## config.mk

```make
export PLATFORM = sky130hd
export DESIGN_NAME = jk_stim_sequencer
export DESIGN_NICKNAME = d
export VERILOG_FILES = /design/src/rtl/jk_stim_sequencer.sv
export SDC_FILE = /design/constraint.sdc
export NUM_CORES = 1
export LEC_CHECK = 0
export CAP_MARGIN = 20
export CORE_MARGIN = 2
export CORE_UTILIZATION = 46
export DETAILED_ROUTE_END_ITERATION = 6
export GPL_ROUTABILITY_DRIVEN = 0
export PLACE_DENSITY_LB_ADDON = 0.05
export SYNTH_ARGS = -nofsm -noshare
export SYNTH_HDL_FRONTEND = slang
export SYNTH_SLANG_ARGS = --single-unit
```

## constraint.sdc

```tcl
create_clock -name clk -period 1.9 [get_ports clk]
set_input_delay 0.38 -clock clk [delete_from_list [all_inputs] [get_ports clk]]
set_output_delay 0.38 -clock clk [all_outputs]
set_load 0.01 [all_outputs]
```

## src/rtl/jk_stim_sequencer.sv

```systemverilog
// jk_stim_sequencer: FIFO-fed JK command sequencer with read-back check.
// Define JK_SEQ_SELFCHECK_EN to enable the read-back compare logic.
module jk_stim_sequencer #(
  parameter int DEPTH = 4,
  parameter int GAP   = 0
) (
  input  logic       clk,
  input  logic       rst,
  input  logic       cmd_valid,
  output logic       cmd_ready,
  input  logic [1:0] cmd_op,
  output logic       j,
  output logic       k,
  input  logic       q_in,
  input  logic       q_bar_in,
  output logic       busy,
  output logic       done_pulse,
  output logic       exp_q,
  output logic       mismatch,
  output logic [7:0] err_count
);

  localparam int AW  = $clog2(DEPTH);
  localparam int GM1 = (GAP > 0) ? GAP - 1 : 0;
  localparam logic [AW:0]   FULL  = (AW+1)'(DEPTH);
  localparam logic [AW:0]   C_ONE = (AW+1)'(1);
  localparam logic [AW-1:0] P_ONE = AW'(1);

  localparam logic [1:0] IDLE  = 2'd0;
  localparam logic [1:0] DRIVE = 2'd1;
  localparam logic [1:0] CHECK = 2'd2;
  localparam logic [1:0] WAIT  = 2'd3;

  logic [1:0]    state;
  logic [1:0]    mem [DEPTH];
  logic [AW-1:0] wr_ptr;
  logic [AW-1:0] rd_ptr;
  logic [AW:0]   count;
  logic [3:0]    gap_cnt;
  logic          empty;
  logic          push;
  logic          pop;
  logic          go;

  assign empty     = (count == '0);
  assign cmd_ready = (count != FULL);
  assign push      = cmd_valid && cmd_ready;
  assign pop       = go && !empty;
  assign busy      = !empty || (state != IDLE);

  // States that may launch the next command this edge.
  always_comb begin
    go = 1'b0;
    unique case (state)
      IDLE:    go = 1'b1;
      CHECK:   go = (GAP == 0);
      WAIT:    go = (gap_cnt == 4'd0);
      default: go = 1'b0;
    endcase
  end

  always_ff @(posedge clk) begin
    if (push) mem[wr_ptr] <= cmd_op;
  end

  always_ff @(posedge clk or posedge rst) begin
    if (rst) begin
      wr_ptr <= '0;
      rd_ptr <= '0;
      count  <= '0;
    end else begin
      if (push) wr_ptr <= wr_ptr + P_ONE;
      if (pop)  rd_ptr <= rd_ptr + P_ONE;
      if (push && !pop)      count <= count + C_ONE;
      else if (pop && !push) count <= count - C_ONE;
    end
  end

  always_ff @(posedge clk or posedge rst) begin
    if (rst) begin
      state      <= IDLE;
      j          <= 1'b0;
      k          <= 1'b0;
      exp_q      <= 1'b0;
      done_pulse <= 1'b0;
      gap_cnt    <= '0;
    end else begin
      done_pulse <= 1'b0;
      j          <= 1'b0;
      k          <= 1'b0;
      if (pop) begin
        {j, k} <= mem[rd_ptr];
        state  <= DRIVE;
      end
      unique case (state)
        IDLE: ;
        DRIVE: begin
          state <= CHECK;
          // Reference model follows the same edge the flip-flop samples.
          unique case ({j, k})
            2'b01:   exp_q <= 1'b0;
            2'b10:   exp_q <= 1'b1;
            2'b11:   exp_q <= !exp_q;
            default: ;
          endcase
        end
        CHECK: begin
          done_pulse <= 1'b1;
          if (GAP > 0) begin
            state   <= WAIT;
            gap_cnt <= 4'(GM1);
          end else if (!pop) begin
            state <= IDLE;
          end
        end
        WAIT: begin
          if (!go)       gap_cnt <= gap_cnt - 4'd1;
          else if (!pop) state   <= IDLE;
        end
        default: state <= IDLE;
      endcase
    end
  end

`ifdef JK_SEQ_SELFCHECK_EN
  logic bad;
  assign bad = (q_in != exp_q) || (q_bar_in != !q_in);

  always_ff @(posedge clk or posedge rst) begin
    if (rst) begin
      mismatch  <= 1'b0;
      err_count <= '0;
    end else if (state == CHECK && bad) begin
      mismatch <= 1'b1;
      if (err_count != 8'hFF) err_count <= err_count + 8'd1;
    end
  end
`else
  logic unused_rb;
  assign unused_rb = q_in ^ q_bar_in;
  assign mismatch  = 1'b0;
  assign err_count = '0;
`endif

endmodule

```

==> metrics <==
Die ar. 3050 sq um; P_int 1.32 mW; Post-Syn Area 1210 sq um; Initial Util 0.488; power share of the clock group 0.120; Comb pwr share 0.449; R2R Path End count[2]; Sequential Area 666 sq um; Power Density 1290 nW/um^2; post-route ant nets 0; final net count 144; Final Routed Wirelength 1830 um; cell leakage power 0.695 nW; EDFF count, synth 8; Final Cycle Share 1.07; first-pass GRT wire length 3250 um; Final Hold Viols 0; root buf cell clkbuf_4; # DRC 0; RSZ-0062 raised after global routing true; status complete, but fails checks; clk slew on worst S/H paths 0.14 ns; number of top-level pins 22; Synth Flop Type dfrtp_1; endpoints failing setup 3; Clock Path Buffers 2; Die X-Extent 55.3 um; max-slew violations 0; WL/cell 11.6 um; Synth Area in XOR/XNOR 0.0507; CP Launch Type register; R2R depth 10; Skew-Pair Late Insertion Delay 0.32 ns; sw power 0.642 mW; main combinational cell family by area after synthesis simple AND/OR/NAND/NOR gates; Die Y 55.3 um; Final min period 2.03 ns; clk sinks 25; Max FO, Critical Path 2; Critical Path RT 2.16 ns; area of the core 2480 sq um; clk_skew 0.0107 ns; count of port buffers added during placement 10; placed inst area 1450 sq um; initial antenna violation count 0; crit path DAT 2.28 ns; R2R Setup Slk -0.13 ns; DP HPWL 1380 um; Hold-fix buffers, CTS 0; number of global-route vias before repair 754; ys async rst share 0.680; Reg-to-Reg Start gap_cnt[1]; Yosys reg bits 25; share of layout cells above drive strength 1 0.344; Synth Area in Simple Gates 0.0932; Syn Area/Cell 13.1 sq um; Netlist cell types 28; Inserted Diodes 0; GRT Residual Overflow 0; Worst IR Drop VDD 0.000951 V; post-synthesis mux area share 0.0735; crit path capture type register; Area Growth Syn to Fin 26.3%; post-route cell area 1530 sq um; Yosys warnings 0; vias 743; worst hold margin 0.212 ns; failing checks negative setup slack; Final WS setup -0.126 ns; Filler Cells Inserted 219; 1st-pass router iterations 2; Adder-Cell Fraction of Synth Area 0.0890; maxcap violations 0; Vias/cell 4.70; Synth Instances 92; Setup Crit Path Kind register to register; CTS Buf Count 3; pin count of the biggest net entering global routing 16; # rows 18; Sw Share 0.327; sequential area share after synthesis 0.551; H-tree depth 1; Tot GR Track Use 0.135; CTS tree yes; Max Fclk 494 MHz; Iter 0 DRT Violations 4; compound-cell area share of the yosys netlist 0.0590; Reg power frac 0.431; hold crit path type input port to async pin; Multi-input gate area 499 sq um
==> synthesized netlist by cell type, drive strengths merged (3+ instances only) <==
master	instances	area [sq um]
dfrtp	17	425
buf	9	67.6
edfxtp	8	240
inv	8	30.0
ha	7	87.6
nor2	5	18.8
and2	4	25.0
nor2b	4	25.0
xnor2	4	35.0
mux2	3	33.8
xor2	3	26.3
==> how the worst max path moves through the flow <==
stage | endpoint | startpoint | cells past startpoint
after floorplan | count[2] | gap_cnt[0] | 10
after global placement | count[2] | gap_cnt[1] | 10
after detailed placement | count[2] | gap_cnt[1] | 10
after CTS | count[2] | gap_cnt[0] | 10
after global routing | count[2] | gap_cnt[1] | 10
final | count[2] | gap_cnt[1] | 10
==> routing by layer <==
metal / part of all wire / GRT usage / vias up / wire length (um)
met5: 0 / 0 / - / 0
met4: 0.014 / 0.0627 / 0 / 25
met3: 0.035 / 0.0211 / 4 / 65
met2: 0.47 / 0.216 / 16 / 861
met1: 0.48 / 0.181 / 354 / 879
li1: - / - / 369 / -
==> cell type report <==
class,count,area share
multi-input cells,58,0.327
well taps,30,0.0246
repair buffers,33,0.175
inverters,8,0.0197
clock buffers,3,0.0148
flip-flops and latches,25,0.436
clock inverters,1,0.00328
==> per-stage QoR <==
step / setup slack (ns) / setup TNS, ns / cells / power [mW] / utilization
5_1_grt: -0.267 / -0.590 / 158 / 2.13 / 0.616
3_5_place_dp: -0.203 / -0.412 / 147 / 1.70 / 0.584
4_1_cts: -0.135 / -0.331 / 155 / 1.95 / 0.606
6_report: -0.126 / -0.303 / 158 / 1.96 / 0.616
3_3_place_gp: -0.175 / -0.350 / 147 / 1.68 / 0.584
2_1_floorplan: -0.149 / -0.276 / 100 / 1.38 / -
==> worst max-delay path, cell delays in order, from the launching register on <==
cell and delay (ns):
dfrtp_1 0.38, inv_2 0.06, ha_4 0.15, and4bb_1 0.21, o21ai_2 0.18, ha_2 0.21
inv_2 0.04, fa_2 0.32, xor2_1 0.14, nor2_1 0.12, xor2_1 0.15
==> cells by family (layout without fill, tap and decap cells) <==
logic type	after synthesis	after routing
AO/OA/AOI/OAI	9	9
adder cells (fa/ha/maj)	8	8
flip-flops	25	25
other	1	9
XOR/XNOR	7	7
buffers and inverters	17	45
multiplexers	6	6
AND/OR/NAND/NOR	19	19
==> placed cells by master, fill, tap and decap left out, types with 4 or more instances in the layout <==
cell             netlist  routed
nor2_1                 5       4
clkdlybuf4s50_1        0       8
buf_4                  9      23
and2_1                 4       4
conb_1                 1       9
inv_1                  8       5
ha_1                   7       5
dfrtp_1               17      17
nor2b_1                4       4
edfxtp_1               8       8
xnor2_1                4       4
==> flip-flops by register name (all words and copies together) (netlist names) <==
signal and count:
j 1, count 3, k 1, done_pulse 1, wr_ptr 2, rd_ptr 2
mem 8, state 2, exp_q 1, gap_cnt 4
==> power groups by stage <==
| stage | Clock, mW | Sequential [mW] | Combinational, mW |
|---|---|---|---|
| after global placement | 0 | 0.857 | 0.818 |
| after floorplan | 0 | 0.881 | 0.495 |
| after global routing | 0.271 | 0.871 | 0.985 |
| after detailed placement | 0 | 0.862 | 0.833 |
| after CTS | 0.248 | 0.851 | 0.850 |
| final | 0.236 | 0.846 | 0.881 |
==> what timing repair did <==
action,4_1_cts,5_1_grt
pin swaps,7,0
gates resized for setup,6,1
setup endpoints to repair,4,3
buffers inserted,4,3
Note: power is estimated with default switching activity, not from simulation.
